[config.mk]
export PLATFORM = sky130hd
export DESIGN_NAME = configurable_serial_comparator
export DESIGN_NICKNAME = d
export VERILOG_FILES = /design/src/rtl/configurable_serial_comparator.sv
export SDC_FILE = /design/constraint.sdc
export NUM_CORES = 1
export LEC_CHECK = 0
export CAP_MARGIN = 20
export CORE_ASPECT_RATIO = 0.9
export CORE_MARGIN = 4
export CORE_UTILIZATION = 50
export CTS_CLUSTER_SIZE = 24
export DETAILED_ROUTE_END_ITERATION = 7
export HOLD_SLACK_MARGIN = 0.02
export PLACE_DENSITY = 0.8
export SYNTH_ARGS = -nofsm -noshare
export SYNTH_HDL_FRONTEND = slang
export SYNTH_SLANG_ARGS = --single-unit
[constraint.sdc]
create_clock -name clk -period 2.5 [get_ports clk]
set_clock_uncertainty 0.1 [all_clocks]
set_input_delay 0.5 -clock clk [delete_from_list [all_inputs] [get_ports clk]]
set_output_delay 0.5 -clock clk [all_outputs]
set_load 0.05 [all_outputs]
[src/rtl/configurable_serial_comparator.sv]
// Wide-operand comparator, CHUNK bits per cycle MS chunk first; CONFIGURABLE_SERIAL_COMPARATOR_EARLY_EXIT_EN stops at the first differing chunk.
// Latency NUM_CHUNKS cycles from accept to out_valid (1..NUM_CHUNKS with early exit).
// Backpressure: results held while out_valid && !out_ready; in_ready only in IDLE.
module configurable_serial_comparator #(
   parameter int WIDTH = 64,
   parameter int CHUNK = 16
) (
   input  logic             clk,
   input  logic             rst,
   input  logic             in_valid,
   output logic             in_ready,
   input  logic [WIDTH-1:0] a,
   input  logic [WIDTH-1:0] b,
   input  logic [2:0]       op_sel,
   input  logic             signed_mode,
   output logic             out_valid,
   input  logic             out_ready,
   output logic             result,
   output logic             out_eq,
   output logic             out_lt,
   output logic             busy
);

   localparam int NUM_CHUNKS = WIDTH / CHUNK;
   localparam int IDX_W      = (NUM_CHUNKS > 1) ? $clog2(NUM_CHUNKS) : 1;
   localparam logic [IDX_W-1:0] LAST_IDX = IDX_W'(NUM_CHUNKS - 1);

   typedef enum logic [1:0] {
      S_IDLE,
      S_COMPARE,
      S_DONE
   } state_t;

   state_t r_state;
   state_t w_state_nxt;

   logic [WIDTH-1:0] r_a;
   logic [WIDTH-1:0] r_b;
   logic [2:0]       r_op;
   logic             r_signed;
   logic [IDX_W-1:0] r_idx;
   logic             r_decided;
   logic             r_lt;
   logic             r_result;
   logic             r_out_eq;
   logic             r_out_lt;

   logic             w_accept;
   logic [CHUNK-1:0] w_chunk_a;
   logic [CHUNK-1:0] w_chunk_b;
   logic             w_differ;
   logic             w_first;
   logic             w_last;
   logic             w_chunk_lt;
   logic             w_decide_now;
   logic             w_dec_nxt;
   logic             w_lt_nxt;
   logic             w_finish;

   function automatic logic f_select(input logic [2:0] op, input logic eq, input logic lt);
      logic res;
      res = 1'b0;
      case (op)
         3'b000:  res = eq;
         3'b001:  res = !eq;
         3'b010:  res = lt;
         3'b011:  res = lt | eq;
         3'b100:  res = !lt & !eq;
         3'b101:  res = !lt;
         default: res = 1'b0;
      endcase
      return res;
   endfunction

   assign w_accept  = in_valid && in_ready;

   // Operands shift left each cycle, so the chunk under test is always the top slice.
   assign w_chunk_a = r_a[WIDTH-1 -: CHUNK];
   assign w_chunk_b = r_b[WIDTH-1 -: CHUNK];
   assign w_differ  = (w_chunk_a != w_chunk_b);
   assign w_first   = (r_idx == LAST_IDX);
   assign w_last    = (r_idx == '0);

   assign w_chunk_lt   = (w_first && r_signed) ? ($signed(w_chunk_a) < $signed(w_chunk_b))
                                               : (w_chunk_a < w_chunk_b);
   assign w_decide_now = !r_decided && w_differ;
   assign w_dec_nxt    = r_decided | w_differ;
   assign w_lt_nxt     = w_decide_now ? w_chunk_lt : r_lt;

`ifdef CONFIGURABLE_SERIAL_COMPARATOR_EARLY_EXIT_EN
   assign w_finish = w_last || w_decide_now;
`else
   assign w_finish = w_last;
`endif

   always_ff @(posedge clk) begin
      if (rst) begin
         r_state <= S_IDLE;
      end else begin
         r_state <= w_state_nxt;
      end
   end

   always_comb begin
      w_state_nxt = r_state;
      case (r_state)
         S_IDLE:    if (w_accept)  w_state_nxt = S_COMPARE;
         S_COMPARE: if (w_finish)  w_state_nxt = S_DONE;
         S_DONE:    if (out_ready) w_state_nxt = S_IDLE;
         default:   w_state_nxt = S_IDLE;
      endcase
   end

   always_ff @(posedge clk) begin
      if (rst) begin
         r_a       <= '0;
         r_b       <= '0;
         r_op      <= '0;
         r_signed  <= 1'b0;
         r_idx     <= '0;
         r_decided <= 1'b0;
         r_lt      <= 1'b0;
         r_result  <= 1'b0;
         r_out_eq  <= 1'b0;
         r_out_lt  <= 1'b0;
      end else if (w_accept) begin
         r_a       <= a;
         r_b       <= b;
         r_op      <= op_sel;
         r_signed  <= signed_mode;
         r_idx     <= LAST_IDX;
         r_decided <= 1'b0;
         r_lt      <= 1'b0;
      end else if (r_state == S_COMPARE) begin
         r_a       <= r_a << CHUNK;
         r_b       <= r_b << CHUNK;
         r_idx     <= r_idx - 1'b1;
         r_decided <= w_dec_nxt;
         r_lt      <= w_lt_nxt;
         if (w_finish) begin
            r_out_eq <= !w_dec_nxt;
            r_out_lt <= w_lt_nxt;
            r_result <= f_select(r_op, !w_dec_nxt, w_lt_nxt);
         end
      end
   end

   assign in_ready  = (r_state == S_IDLE) && !rst;
   assign out_valid = (r_state == S_DONE);
   assign busy      = (r_state != S_IDLE);
   assign result    = r_result;
   assign out_eq    = r_out_eq;
   assign out_lt    = r_out_lt;

endmodule
---- Word level (Yosys, flattened, before mapping) ----
Cells that the tools add are included.
word-level totals
  flip-flop bits (word level) ............. 141
  output and inout bits ................... 6
operators by class
  add/sub/neg operators ................... 1
  magnitude comparators ................... 2
  equal/unequal tests ..................... 12
  muxes and demuxes ....................... 13
  bitwise gates (word level) .............. 4
  reduce and logical (&&, ||, !) cells .... 16
operator list
  kind                                                                 count
  64-bit 2-to-1 mux                                                    4
  16-bit less-than comparator                                          2
  16-bit != test                                                       1
  2-bit 2-to-1 mux                                                     5
  3-bit by 2-bit == test with 1-bit output (second input constant)     2
  3-bit == test (second input constant)                                2
  1-bit case mux with 6 select lines                                   1
  2-bit case mux with 3 select lines                                   1
  3-bit AND reduction                                                  2
  2-bit == test (second input constant)                                2
  1-bit logical AND                                                    4
  1-bit zero test                                                      4
  2-bit zero test                                                      2
  2-bit != test (second input constant)                                2
  2-bit nonzero test                                                   2
  3-bit by 1-bit == test with 1-bit output (second input constant)     1
  3-bit zero test                                                      1
  2-bit by 1-bit == test with 1-bit output (second input constant)     1
  1-bit 2-to-1 mux                                                     2
  2-bit by 1-bit != test with 1-bit output (second input constant)     1
  1-bit bitwise OR                                                     2
  2-bit OR reduction                                                   1
  2-bit by 1-bit subtractor with 2-bit output (second input constant)  1
  1-bit bitwise AND                                                    1
  1-bit NOT                                                            1

---- Longest topological paths before layout ----
Gate-level depths: netlist of the first run.
  word-level depth ........................ 7
  mapped depth ............................ 9

---- Least setup slack after synthesis of the first run ----
OpenSTA, ideal clock, no wires.
  path kind ............................... flip-flop to flip-flop
  start ................................... register r_state[1]
  end ..................................... register r_b[30]
  setup time .............................. 0.091 ns
  arrival ................................. 2.512 ns
  slack ................................... -0.203 ns
  stages on the path, launching flop included .. 7
  period minus slack after synthesis ...... 2.703 ns
  cell sequence ........................... dfxtp_1 -> or2_1 -> nor2_1 -> nand2_1 -> clkbuf_1 -> clkbuf_1 -> a311oi_1
between the ends
  word-level cells in the longest chain between the ends .. 4
  elaborated cells between the ends (all ways) .. 6
RTL lines
  what                                                     line  RTL
  from (decl)                                              34    state_t r_state;
  from (signal assigned)                                   100   r_state <= w_state_nxt;
  2-bit zero test *                                        148   assign in_ready = (r_state == S_IDLE) && !rst;
  1-bit logical AND *                                      148
  named net in_ready                                       11    output logic in_ready,
  1-bit logical AND *                                      75    assign w_accept = in_valid && in_ready;
  64-bit 2-to-1 mux or 2-bit nonzero test (tied branches)  n/a
  to (signal assigned)                                     136   r_b <= r_b << CHUNK;
  to (decl)                                                38    logic [WIDTH-1:0] r_b;
The timed path passes the listed nets; every way through them passes the cells marked *.
A chain may end at the register's enable or synchronous reset.

---- Worst setup path after layout of the first run ----
  start ................................... register r_state[1]
  end ..................................... output out_valid
between the ends
  word-level cells in the longest chain between the ends .. 1
RTL lines
  what           line  RTL
  2-bit == test  149   assign out_valid = (r_state == S_DONE);
  to (decl)      16    output logic out_valid,
No other way between the ends.

==> results summary, run 1 <==
The number of pins exceeding their max-slew limit in the final report is 0. For this run, the total global-route usage over all layers was measured as 23.5%. The data arrival at the endpoint of the critical path came out at 1860 ps. The post-CTS repair timing setup buffer count came out at 0. Of the cells placed in the final design, the portion with a size suffix greater than 1 is 7.17%. The clock tree from TritonCTS is yes. STA puts the critical path data required time at 1900 ps. In this run the tightest slew margin relative to its limit is 56.8%. The startpoint identified for the worst register-to-register timing path is r_b[62]. The power consumption is between 0.006 and 0.007 W. The aggregate global routing overflow is 0.

In this run the number of H-tree levels came out at 4. The critical path start-end classification is flop to output pin. Setup repair after global routing left no endpoint under its margin. The remaining routing DRC violations came out at 0. The number of max-cap violations came out at 0. Detailed placement ended at an HPWL of 11,300 um.

The floorplan die width is approximately 130 um. The number of antenna violations at the first check in global routing is 0. The maximum fanout count along the critical path is 5. The layer flagged by global routing as most heavily used is met2. The kind of end point of the critical path is an output pin.

The number of nets in the layout is 1,061. The maximum buffer depth of the clock tree came out at 2. The total negative setup slack is 0 ps. The post-synthesis instance total is 800.

The starting utilization of the core area is about half. Global routing used around a third of the available met1 tracks. The first-pass GRT wire length is 27,300 um. The count of cells along the worst register-to-register path is 8. The most critical setup path has its startpoint at r_state[1].

The mean number of vias per cell is about 5.5. The post-synthesis sequential element count is 141. The transition at the pin with the smallest max-transition slack came out at 648 ps. The core area came out at 12,100 um2. The distinct cell type count of the synthesized netlist is 38. The synthesized area per cell is approximately 7.8 um2. Synthesis produced a netlist with a net count of 954. Entering global routing, the biggest net connects 142 pins.

The part of the Yosys area used for sequential elements came out at 45.3%. Counting I/O delays and the setup requirement, the final critical path takes around 2500 ps. VDD sags by at most 0.497 mV. The count of flip-flops with a built-in enable after synthesis came out at 0. The final antenna-violating net count came out at 0. In this run, the number of DRC markers left after iteration 0 of detailed routing was 508. The CTS buffer count is 17. The period utilization is a little over nine tenths.

The vias after detailed routing came out at approximately 6,000. The number of clock sinks seen by CTS came out at 141. The worst hold path belongs to the class flop to flop. The count of synthesis-stage warnings from yosys came out at 0. In this run the worst setup path terminates at out_valid. The total setup violations reported at the end of the flow is 0. The worst register-to-register path ends at result. STA classifies the critical path startpoint as a flop.

The number of antenna diodes in the final layout is 0. The die height is roughly 110 um. The die area is 14,300 um2. The reg2reg setup slack came out at 90 ps. The via count of the first global-routing pass is ~5,600. The initialized floorplan defines 38 standard-cell rows. The tree is rooted in a sky130_fd_sc_hd__clkbuf_16.

The fraction of registers with async set or reset after synthesis came out at 0%. Hold repair after CTS inserted 0 buffers. For this design the static power due to leakage is between 3 and 4 nW. The routability-driven placement congestion ratio came out at about 0.86. The power density over the cells came out at between 700 and 800 nW/um2. The met3 usage in global routing came out at about 5.8%.

The final number of hold-violating endpoints came out at 0. The final layout contains routed wiring with a total length of 17,300 um. In the synthesized netlist the dominant register cell turns out to be sky130_fd_sc_hd__dfxtp_1. The flow ran to the end, and the final reports show no timing, DRC or antenna violations. Derived from the worst setup path, the maximum achievable clock frequency is just over 0.4 GHz.

Leaving out fill and tap cells, the most frequent cell in the layout is sky130_fd_sc_hd__nand2_1. The cell area after technology mapping is slightly above 6000 um2. Leaving out fill and tap cells, the most frequent cells in the layout are sky130_fd_sc_hd__nand2_1 (226), sky130_fd_sc_hd__dfxtp_1 (140), sky130_fd_sc_hd__clkdlybuf4s50_1 (138). The latest clock arrival within the worst-skew pair came out at 410 ps.

For this run, global-route usage on met2 was measured as 38.0%. The detailed-router iteration count before antenna repair came out at 4. The clock transition at the registers of the reported paths is 60 ps. After detailed routing, the average wire length per cell comes to 16.0 um. Buffers placed on the I/O ports in this run total 141.

The growth of design area from synthesis to finish came out at 36.2%. The top-level I/O count is approximately 140.
==> layer usage <==
| layer | part of all wire [%] | vias up |
|---|---|---|
| met3 | 6.4 | 22 |
| met2 | 47 | 176 |
| li1 | - | 2998 |
| met4 | 1.3 | 0 |
| met5 | 0 | - |
| met1 | 45 | 2762 |
==> Yosys cell counts (all sizes together), types with 5 or more instances <==
master	count	area share, %
a22oi	10	1.2
inv	21	1.3
ha	18	3.6
nor2	97	5.8
clkbuf	63	4.3
nand3	32	2.6
nand2	227	14
dfxtp	141	45
o21ai	6	0.48
a311oi	87	12
a21oi	57	4.6
buf	5	0.38
==> state kept, by name, summed over array words and instances, names as in the netlist, 2 cells and up <==
register  flops
r_op          3
r_a          64
r_idx         2
r_b          64
r_state       2
==> how the worst min path moves through the flow <==
stage / start / to / slack [ps] / cells after the start
floorplan: r_a[47] / r_a[47] / 340 / 2
global placement: r_b[44] / r_b[44] / 350 / 2
detailed placement: r_b[47] / r_b[47] / 350 / 2
CTS: r_b[44] / r_b[44] / 360 / 2
global route: r_b[14] / r_b[14] / 380 / 2
finish: r_b[44] / r_b[44] / 360 / 2
==> through the flow <==
stage	cells	worst slack (ps)	util [%]	area [um2]	hold slack (ps)
after floorplan	800	110	-	6230	337
after global placement	1048	117	64.3	7800	346
after detailed placement	1048	31.0	64.3	7800	351
after CTS	1080	24.4	69.5	8430	362
after global routing	1080	0.807	70.0	8490	384
final	1080	35.5	70.0	8490	362
==> critical path, cell delays in order (launching register included) <==
cell and delay [ps]:
sky130_fd_sc_hd__dfxtp_1 430, sky130_fd_sc_hd__nor2b_1 190, sky130_fd_sc_hd__clkdlybuf4s50_1 830
==> kinds of logic (layout without fill, tap and decap cells) <==
| family | after synthesis | count (layout) | synth area share, % |
|---|---|---|---|
| AND/OR/NAND/NOR | 377 | 377 | 24.5 |
| multiplexers | 1 | 1 | 0.161 |
| adder cells (fa/ha/maj) | 18 | 18 | 3.61 |
| AO/OA/AOI/OAI | 171 | 171 | 20.1 |
| flip-flops | 141 | 141 | 45.3 |
| XOR/XNOR | 3 | 3 | 0.422 |
| buffers and inverters | 89 | 209 | 5.92 |
==> cell type report <==
type	instances	area [um2]
Fill cell	964	3640
Multi-Input combinational cell	570	3120
Sequential cell	141	2820
Timing Repair Buffer	156	1630
Clock buffer	22	494
Tap cell	160	200
Clock inverter	10	135
Inverter	21	78.8
==> report_power, final <==
group	internal [W]	switching, W	total (W)
clock network	0.00170	0.000935	0.00263
registers	0.00246	0.000137	0.00260
logic	0.000585	0.000715	0.00130
total	0.00474	0.00179	0.00653
==> timing repair <==
item / 4_1_cts / 5_1_grt
pin swaps: 1 / 7
gates resized for setup: 0 / 8
endpoints found under the setup margin: 1 / 2
Note: power is estimated with default switching activity, not from simulation.
==> run 2, diff against run 1 <==
- CELL_PAD_IN_SITES_DETAIL_PLACEMENT: not set -> 0
- CELL_PAD_IN_SITES_GLOBAL_PLACEMENT: not set -> 2
- CORE_UTILIZATION: 50 -> 28
- PLACE_DENSITY: 0.8 -> 0.78
==> results summary, run 2 (synthesized netlist as in run 1, its figures left out) <==
The maximum buffer depth of the clock tree is 2. The shortest period the worst path allows is roughly 2500 ps. In this run the critical register-to-register path is launched from r_b[57]. The launching element of the worst setup path is r_b[57]. The end-of-flow core utilization is 39.6%. The total negative setup slack is 0 ps. In this run the tool buffered the top-level ports with 141 buffer cells.

The fraction of power consumed by combinational cells came out at 18.8%. In the final layout, the multi-input gates occupy 3070 um2. In this run the most critical hold path is launched from r_b[47]. The net switching share of the total power came out at roughly 28%. The first-iteration detailed-routing DRC count came out at 347.

The final antenna-violating net count is 0. The vias after detailed routing is approximately 5,800. Traced cell by cell, the critical path runs through inv_1 -> ha_1 -> nand4_1 -> buf_4 -> nor2_1 -> a21oi_1 -> o211ai_1 -> xor2_1 -> or4b_1 -> a311oi_1. Detailed placement finished with a half-perimeter wire length of between 10,000 and 15,000 um. Measured along the x axis, the die boundary spans 165 um. The routed wirelength normalized by instance count came out at 16.5 um.

The run finished with clean final reports. The number of pins exceeding their max-slew limit in the final report was 0. The kind of end point of the critical path is a flop. The stage delay of the slowest cell on the critical path is 500 ps. The number of max-cap violations is 0. The mean number of vias per cell is ~4.8.

Global routing finished with a remaining overflow of 0. The largest registers in the layout are r_a (64), r_b (64), r_op (3). The library cell used most frequently in the layout, excluding fill and tap cells, is sky130_fd_sc_hd__nand2_1. The number of buffers and inverters on the critical path is 2. The total leakage power came out at 3.03 nW. The floorplan step defined a die boundary enclosing 24,700 um2. Setup repair after global routing could not meet its margin everywhere. Setup violations remaining at the end of the flow were counted as 0. The later pin in the worst-skew pair is clocked with a latency of 420 ps. The data required time at the worst endpoint is 2730 ps. The worst ir drop on vdd is 0.338 mV.

The layout cell share with drive strength beyond 1 came out at 6.10%. Data on the critical path arrives at its endpoint at 2680 ps. The detailed-router iteration count before antenna repair came out at 5. The critical path in this run is classified as flop to flop.

The period utilization is roughly 98%. Internal power comes to 0.00492 W. In the layout the commonest cells are sky130_fd_sc_hd__nand2_1 (226), sky130_fd_sc_hd__dfxtp_1 (141), sky130_fd_sc_hd__clkdlybuf4s50_1 (137). The number of antenna diodes in the final layout is 0. The transition at the pin with the smallest max-transition slack is 672 ps. From synthesis to final layout, the design area changed by 38.2%. The final number of hold-violating endpoints came to 0. The top-level I/O count came out at 142.

The first-pass GRT wire length is 31,200 um. The cell at the root of the clock tree is sky130_fd_sc_hd__clkbuf_16. The routability-driven placement congestion ratio is between 0.7 and 0.8. Registers are responsible for 38.1% of the overall power.

TritonCTS built the clock tree. The analysis attributes to net switching a power of 0.00188 W. The number of clock sinks seen by CTS is 141. The largest individual stage delay along the critical path comes from the cell sky130_fd_sc_hd__or4b_1. In this run the worst hold path is classified as flop to flop. The hold buffer count at CTS came out at 0. The family with the most delay on the worst path is simple AND/OR/NAND/NOR gates. The post-placement setup slack is between 20 and 30 ps.

The number of nets in the layout came out at around 1,100. The CTS buffer count came out at 17. In the routed design, unresolved DRC markers number 0. The proportion of power drawn by the clock network came out at between 40% and 50%. STA classifies the critical path startpoint as a flop.

The H-tree depth reported by CTS came out at 4. Summing all flip-flop and latch instances after layout gives 2820 um2. The maximum fanout count along the critical path came out at 2. The core area came out at 21,800 um2. The site row count came out at between 50 and 60. The minimum setup slack in the final design came out at 48.7 ps. The die height came out at 150 um. The tightest slew margin relative to the limit is 55.0%. The number of inserted filler cells in the final layout is around 2,300. The starting utilization of the core area came out at between 20% and 30%. The global-route usage over all layers is 16.1%. The largest net degree at the start of global routing came out at approximately 140. After clock tree synthesis, the clock-pin slew on the worst setup and hold paths is about 60 ps. The power density over the cells came out at slightly below 800 nW/um2. The via count of the first global-routing pass is around 5,700. For this block, the routed nets add up to roughly 20,000 um of wire. The highest clock frequency the design can meet came out at 0.408 GHz. The number of antenna violations at the first check in global routing came out at 2.
==> run 2: what timing repair did <==
item / in CTS / in global routing
hold endpoints to repair: 0 / 0
buffers inserted: 0 / 1
gates resized for setup: 0 / 2
endpoints found under the setup margin: 0 / 3
==> run 2: layout make-up <==
class                      instances  area share, %
clock buffer                      19           5.15
clock inverter                    13           2.76
inverter                          21          0.916
multi-input combinational        570           35.6
sequential                       141           32.8
tap                              291           4.23
timing repair buffer             154           18.5
==> run 2: layer usage <==
layer,global-route usage [%],routed length (um),vias up
met5,0,27,-
met4,4.24,191,4
met3,4.13,960,12
met2,23.0,8430,113
met1,23.9,10300,2639
li1,-,-,2999
==> run 2: per-stage QoR <==
stage	std cells	cell area [um2]	hold slack [ps]	power (W)
after floorplan	800	6230	337	0.00338
after global placement	1176	7920	344	0.00391
after detailed placement	1176	7920	347	0.00392
after CTS	1208	8600	356	0.00687
after global routing	1209	8610	376	0.00713
final	1209	8610	353	0.00681
==> run 2: final timing paths <==
kind	end	cells past startpoint	slack [ps]
worst min-delay path	r_b[47]	2	350
worst max register to register	result	10	50
worst min register to register	r_b[47]	2	350
worst max-delay path	result	10	50
==> run 2: worst min-delay path, cell delays in order (launching register included) <==
cell and delay [ps]:
sky130_fd_sc_hd__dfxtp_1 310, sky130_fd_sc_hd__nand2_1 50, sky130_fd_sc_hd__a21oi_1 50
==> run 2: power groups by stage <==
| stage | combinational, W | sequential, W | clock [W] |
|---|---|---|---|
| after floorplan | 0.000767 | 0.00261 | 0 |
| after global placement | 0.00128 | 0.00263 | 0 |
| after detailed placement | 0.00128 | 0.00264 | 0 |
| after CTS | 0.00129 | 0.00259 | 0.00299 |
| after global routing | 0.00142 | 0.00262 | 0.00310 |
| final | 0.00128 | 0.00259 | 0.00294 |
